[src/rtl/dmux_4way_scheduler.sv]
// dmux_4way_scheduler
//   Single-entry demultiplexing scheduler. It accepts one upstream word and
//   holds it in a WIDTH-bit register. It offers that word to exactly one of
//   four downstream channels, chosen round-robin among the channels enabled
//   by mask in the cycle the word is accepted.
//
// Ports
//   clk        rising-edge clock
//   reset      synchronous active-high reset
//   in_valid   upstream word available
//   in_data    upstream payload [WIDTH-1:0]
//   in_ready   word accepted this cycle when in_valid is also 1
//   mask       channel enables, bit i = channel i eligible
//   out_valid  one-hot (or zero) offer to channel i
//   out_data   held payload, shared by all channels
//   out_ready  per-channel accept, only bit sel is honoured
//   sel        channel index of the held word, 0 when idle
//   busy       1 while a word is held
//   count      (only with DMUX_SCHED_STATS_EN) four 8-bit wrapping
//              per-channel transfer counters, channel i in [8i+7:8i]
//
// Optional feature macro: DMUX_SCHED_STATS_EN
module dmux_4way_scheduler #(
  parameter int unsigned WIDTH = 16
) (
  input  logic             clk,
  input  logic             reset,
  input  logic             in_valid,
  input  logic [WIDTH-1:0] in_data,
  output logic             in_ready,
  input  logic [3:0]       mask,
  output logic [3:0]       out_valid,
  output logic [WIDTH-1:0] out_data,
  input  logic [3:0]       out_ready,
  output logic [1:0]       sel,
  output logic             busy
`ifdef DMUX_SCHED_STATS_EN
  ,
  output logic [31:0]      count
`endif
);

  typedef enum logic {
    IDLE = 1'b0,
    HOLD = 1'b1
  } state_e;

  state_e           state_q, state_d;
  logic [1:0]       ptr_q, ptr_d;
  logic [1:0]       sel_q, sel_d;
  logic [WIDTH-1:0] data_q, data_d;

  logic             xfer;
  logic             accept;
  logic [1:0]       base;
  logic [1:0]       pick;
  logic [1:0]       idx;
  logic             found;

  always_comb begin
    xfer     = (state_q == HOLD) && out_ready[sel_q];
    in_ready = !reset && (|mask) && ((state_q == IDLE) || out_ready[sel_q]);
    accept   = in_valid && in_ready;

    // A same-cycle transfer advances the pointer before the new word is
    // placed, so back-to-back words keep rotating.
    base  = xfer ? (sel_q + 2'd1) : ptr_q;
    pick  = base;
    found = 1'b0;
    idx   = base;
    for (int unsigned i = 0; i < 4; i++) begin
      idx = base + i[1:0];
      if (!found && mask[idx]) begin
        pick  = idx;
        found = 1'b1;
      end
    end

    state_d = state_q;
    ptr_d   = ptr_q;
    sel_d   = sel_q;
    data_d  = data_q;

    if (xfer) begin
      ptr_d   = sel_q + 2'd1;
      state_d = IDLE;
      sel_d   = '0;
    end
    if (accept) begin
      state_d = HOLD;
      sel_d   = pick;
      data_d  = in_data;
    end
  end

  always_ff @(posedge clk) begin
    if (reset) begin
      state_q <= IDLE;
      ptr_q   <= '0;
      sel_q   <= '0;
      data_q  <= '0;
    end else begin
      state_q <= state_d;
      ptr_q   <= ptr_d;
      sel_q   <= sel_d;
      data_q  <= data_d;
    end
  end

  assign out_valid = (state_q == HOLD) ? (4'b0001 << sel_q) : '0;
  assign out_data  = data_q;
  assign sel       = sel_q;
  assign busy      = (state_q == HOLD);

`ifdef DMUX_SCHED_STATS_EN
  logic [7:0] cnt_q [4];

  always_ff @(posedge clk) begin
    if (reset) begin
      for (int unsigned i = 0; i < 4; i++) begin
        cnt_q[i] <= '0;
      end
    end else if (xfer) begin
      cnt_q[sel_q] <= cnt_q[sel_q] + 8'd1;
    end
  end

  assign count = {cnt_q[3], cnt_q[2], cnt_q[1], cnt_q[0]};
`endif

endmodule

[config.mk]
export PLATFORM = sky130hd
export DESIGN_NAME = dmux_4way_scheduler
export DESIGN_NICKNAME = d
export VERILOG_FILES = /design/src/rtl/dmux_4way_scheduler.sv
export SDC_FILE = /design/constraint.sdc
export NUM_CORES = 1
export LEC_CHECK = 0
export CAP_MARGIN = 20
export CORE_MARGIN = 4
export CORE_UTILIZATION = 37
export CTS_BUF_LIST = sky130_fd_sc_hd__clkbuf_16
export DETAILED_ROUTE_END_ITERATION = 10
export HOLD_SLACK_MARGIN = 0.05
export PLACE_DENSITY = 0.86
export SETUP_SLACK_MARGIN = 0.3
export SKIP_CTS_REPAIR_TIMING = 1
export SYNTH_ARGS = -nofsm -noshare
export SYNTH_HDL_FRONTEND = slang
export SYNTH_SLANG_ARGS = --single-unit
[constraint.sdc]
create_clock -name clk -period 2.1 [get_ports clk]
set_input_delay 0.42 -clock clk [delete_from_list [all_inputs] [get_ports clk]]
set_output_delay 0.42 -clock clk [all_outputs]
set_load 0.02 [all_outputs]
# [Word-level counts from Yosys, hierarchy flattened]
# Index checks and enable logic that the tools add are counted.
[word_totals] ff_bits=21 input_bits=27 wordCells=51
[classes] add_sub_neg=4 order_cmp=5 n_shift=1 muxes=22 bitwise=1 n_reduce_logical=14
[op_table] op="< comparator 2 x 3 -> 1 bit, second input constant" n=5
[op_table] op="two-way mux 2 bit" n=6
[op_table] op="binary-select mux 1 bit (select 2 bit)" n=5
[op_table] op="two-way mux 1 bit" n=10
[op_table] op="logical AND 1 bit" n=7
[op_table] op="adder 2 x 1 -> 2 bit, second input constant" n=2
[op_table] op="adder 2 bit, second input constant" n=2
[op_table] op="zero test 1 bit" n=4
[op_table] op="two-way mux 4 bit" n=1
[op_table] op="OR reduction 4 bit" n=1
[op_table] op="<< shifter 1 x 2 -> 4 bit, first input constant" n=1
[op_table] op="nonzero test 2 bit" n=1
[op_table] op="logical OR 1 bit" n=1
[op_table] op="NOT 1 bit" n=1

# [Logic depth before layout (Yosys ltp)]
[depth] depth_word=17 ltp_mapped=8

# [Worst setup path before layout]
# Ideal clock, no wire load.
[synth_timing] kind="reg-to-reg" from="register sel_q[1] (netlist: sel[1])" to="register sel_q[0] (netlist: sel[0])" setup_ns=0.075 arrival_ns=2.076 required_time_ns=2.025 slack_ns=-0.050 stages_incl_launch_ff=9 path_buffers=1 cell_sequence="dfxtp_1 > buf_6 > inv_1 > ha_1 > and3b_1 > a32oi_2 > a211oi_1 > a2111o_1 > a31oi_1"
[synth_between] elab_chain_len=17 elab_cells_between_ends=33 classes_between="add/sub: 4; mux: 18; reduce/logical: 11"
[synth_rtl] item="start: declaration" line="50" source="logic [1:0] sel_q, sel_d;"
[synth_rtl] item="start signal: assignment" line="105" source="sel_q <= sel_d;"
[synth_rtl] item="parallel branches: the longest is 17 deep, another holds adder 2 x 1 -> 2 bit"
# Parallel ways; which one is timed is not known. The select of a mux whose other input is x is not followed.
# A chain may end at the register's enable or synchronous reset.

# [Final worst setup path]
# Same ends and word-level chain as after synthesis.

==> impl_metrics.tcl <==
set metrics [dict create \
    finalSetupViolations 0 \
    area_growth_pct 80.6 \
    worstPathArrival_ns 2.14 \
    grt_max_degree 17 \
    rsz0062_at_grt "yes" \
    slew_headroom 0.795 \
    cellLeakagePower_nw 1.05 \
    drive_gt1_frac 0.296 \
    yosysUniqueCellTypes 38 \
    layout_common_cells "clkdlybuf4s50_1, buf_4, nor2_1" \
    drc 0 \
    fin_area_um2 2070 \
    clkTransAtPathRegs_ns 0.06 \
    routed_wirelength_um 3720 \
    final.fill_count 198 \
    worstPathRequired_ns 2.26 \
    synthesis.nets 152 \
    slew_viol_final 0 \
    ios 51 \
    vias 1208 \
    yosysWarnings 0 \
    synth_fa_ha_area_frac 0.0436 \
    power_mw 1.13 \
    die_h_um 63.7 \
    fin_crit_sh 0.944 \
    placementRows 19 \
    synth_top_family_by_area "simple AND/OR/NAND/NOR gates" \
    startpoint_type "flop" \
    yosysSeqAreaShare 0.366 \
    clockBufferDepth 2 \
    syn_area_um2 1150 \
    wl_per_cell_um 16.4 \
    synthCells 121 \
    ctsHtreeMaxLevel 1 \
    gp_congestion 0.897 \
    synthMuxAreaShare 0.199 \
    placed_area_um2 1810 \
    finalHoldViolations 0 \
    fin_hold_ws_ns 0.496 \
    grt_pass1_wl_um 5440 \
    cap_viol_max_count 0 \
    cp_max_fo 8 \
    drt_first_pass_iters 4 \
    clock_sinks 21 \
    fp.dieW_um 63.7 \
    dpl.hpwl_um 2660 \
    yosys.area_share.simple 0.199 \
    grt_usage 0.164 \
    insertion_delay_ns 0.25 \
    holdCritPathClass "flop to flop" \
    start_util 0.403 \
    layout_commonest_cell "clkdlybuf4s50_1" \
    grt_pass1_vias 1208 \
    io_buffer_count 50 \
    clock.fmax_mhz 504 \
    p_per_area_nw_per_um2 546 \
    holdPathStages 2 \
    status "complete, no violations" \
    skew_ns 0.00204 \
    cts_tree "done" \
    drtAntennaViolNets 0 \
    dieArea_um2 4060 \
    synth_compound_area_frac 0.146 \
    drtIter0Drc 43 \
    path_class "flop to flop" \
    via_per_inst 5.32 \
    core_region_area_um2 2850 \
    r2r_cells 8 \
    synthXorXnorAreaFrac 0 \
    worstMarginPinSlew_ns 0.305 \
    antenna_found_initial 0 \
    cts-buffers-inserted 3 \
    cp-end-kind "flop" \
    nets 228 \
    n_antenna_cell 0 \
    period_needed_ns 1.98 \
    syn-mean-instance-area_um2 9.49 \
    irDropWorstVdd_v 0.000390 \
    grt-ovfl-total 0 \
    ys_seq_elements 21 \
    cts_root_buf "clkbuf_16" \
]
==> where the power goes <==
group          leakage [nW]  switching [mW]  internal [mW]  total (mW)
sequential            0.173          0.0151          0.418       0.433
clock                0.0409           0.141          0.255       0.397
combinational         0.837           0.139          0.164       0.304
==> registers in the layout, indices dropped and copies added, names as in the netlist <==
| name | count |
|---|---|
| out_data | 16 |
| busy | 1 |
| sel | 2 |
| ptr_q | 2 |
==> worst paths after layout <==
| check | end | startpoint | slack [ns] |
|---|---|---|---|
| worst max-delay path | sel[0]$_SDFFE_PP0P_ | sel[1]$_SDFFE_PP0P_ | 0.12 |
| worst min-delay path | out_data[13]$_SDFFE_PP0P_ | out_data[13]$_SDFFE_PP0P_ | 0.50 |
| worst max register to register | sel[0]$_SDFFE_PP0P_ | sel[1]$_SDFFE_PP0P_ | 0.12 |
| worst min register to register | out_data[13]$_SDFFE_PP0P_ | out_data[13]$_SDFFE_PP0P_ | 0.50 |
==> worst max-delay path, cell delays in order (launching register included) <==
cell	delay [ns]
dfxtp_4	0.42
buf_4	0.14
inv_4	0.04
ha_4	0.24
and3b_2	0.22
a32oi_2	0.22
a211oi_1	0.11
a2111o_1	0.35
a31oi_1	0.16
==> synth_stat cells, drive strengths merged <==
cell	n	area, um^2
or3b	1	8.76
o211ai	1	7.51
inv	4	15.0
o211a	1	10.0
and3b	1	8.76
nor2	23	86.3
and2	6	37.5
a21boi	1	7.51
ha	4	50.1
a2111o	1	11.3
a32oi	1	16.3
clkbuf	2	7.51
nand3	3	15.0
nand4b	1	8.76
or2	1	6.26
a22o	1	8.76
a21oi	6	30.0
o31ai	1	7.51
and2b	1	7.51
nor4b	1	8.76
or4b	1	10.0
mux2	3	41.3
buf	3	30.0
a211oi	1	7.51
nor4	1	6.26
nor3	1	5.00
o22ai	2	12.5
o221ai	1	15.0
nand2b	2	12.5
a22oi	1	12.5
nand2	2	7.51
dfxtp	21	420
o32ai	1	8.76
a31oi	2	12.5
mux2i	18	188
==> final cells by class <==
| cell class | instances | area [um^2] | area share |
|---|---|---|---|
| well taps | 31 | 38.8 | 0.0187 |
| inverters | 4 | 20.0 | 0.00965 |
| clock inverters | 1 | 5.00 | 0.00241 |
| flip-flops and latches | 21 | 428 | 0.206 |
| multi-input cells | 91 | 782 | 0.377 |
| repair buffers | 76 | 726 | 0.350 |
| clock buffers | 3 | 75.1 | 0.0362 |
==> routing by layer <==
metal	GRT usage	part of all wire
met4	0.0270	0.0064
met5	0	0
met1	0.180	0.40
met3	0.0462	0.067
met2	0.314	0.53
==> metrics by stage <==
stage               setup WS, ns  TNS [ns]  utilization  cells
floorplan                  0.252         0            -    121
global placement          -0.377     -2.26        0.634    215
detailed placement        -0.459     -4.22        0.634    215
CTS                       -0.534     -1.33        0.662    219
global route              0.0830         0        0.727    227
finish                     0.117         0        0.727    227
==> cell families after synthesis <==
family	count (synthesis)
adder cells (fa/ha/maj)	4
AO/OA/AOI/OAI	21
AND/OR/NAND/NOR	45
flip-flops	21
buffers and inverters	9
multiplexers	21
(Power assumes the default switching activity.)
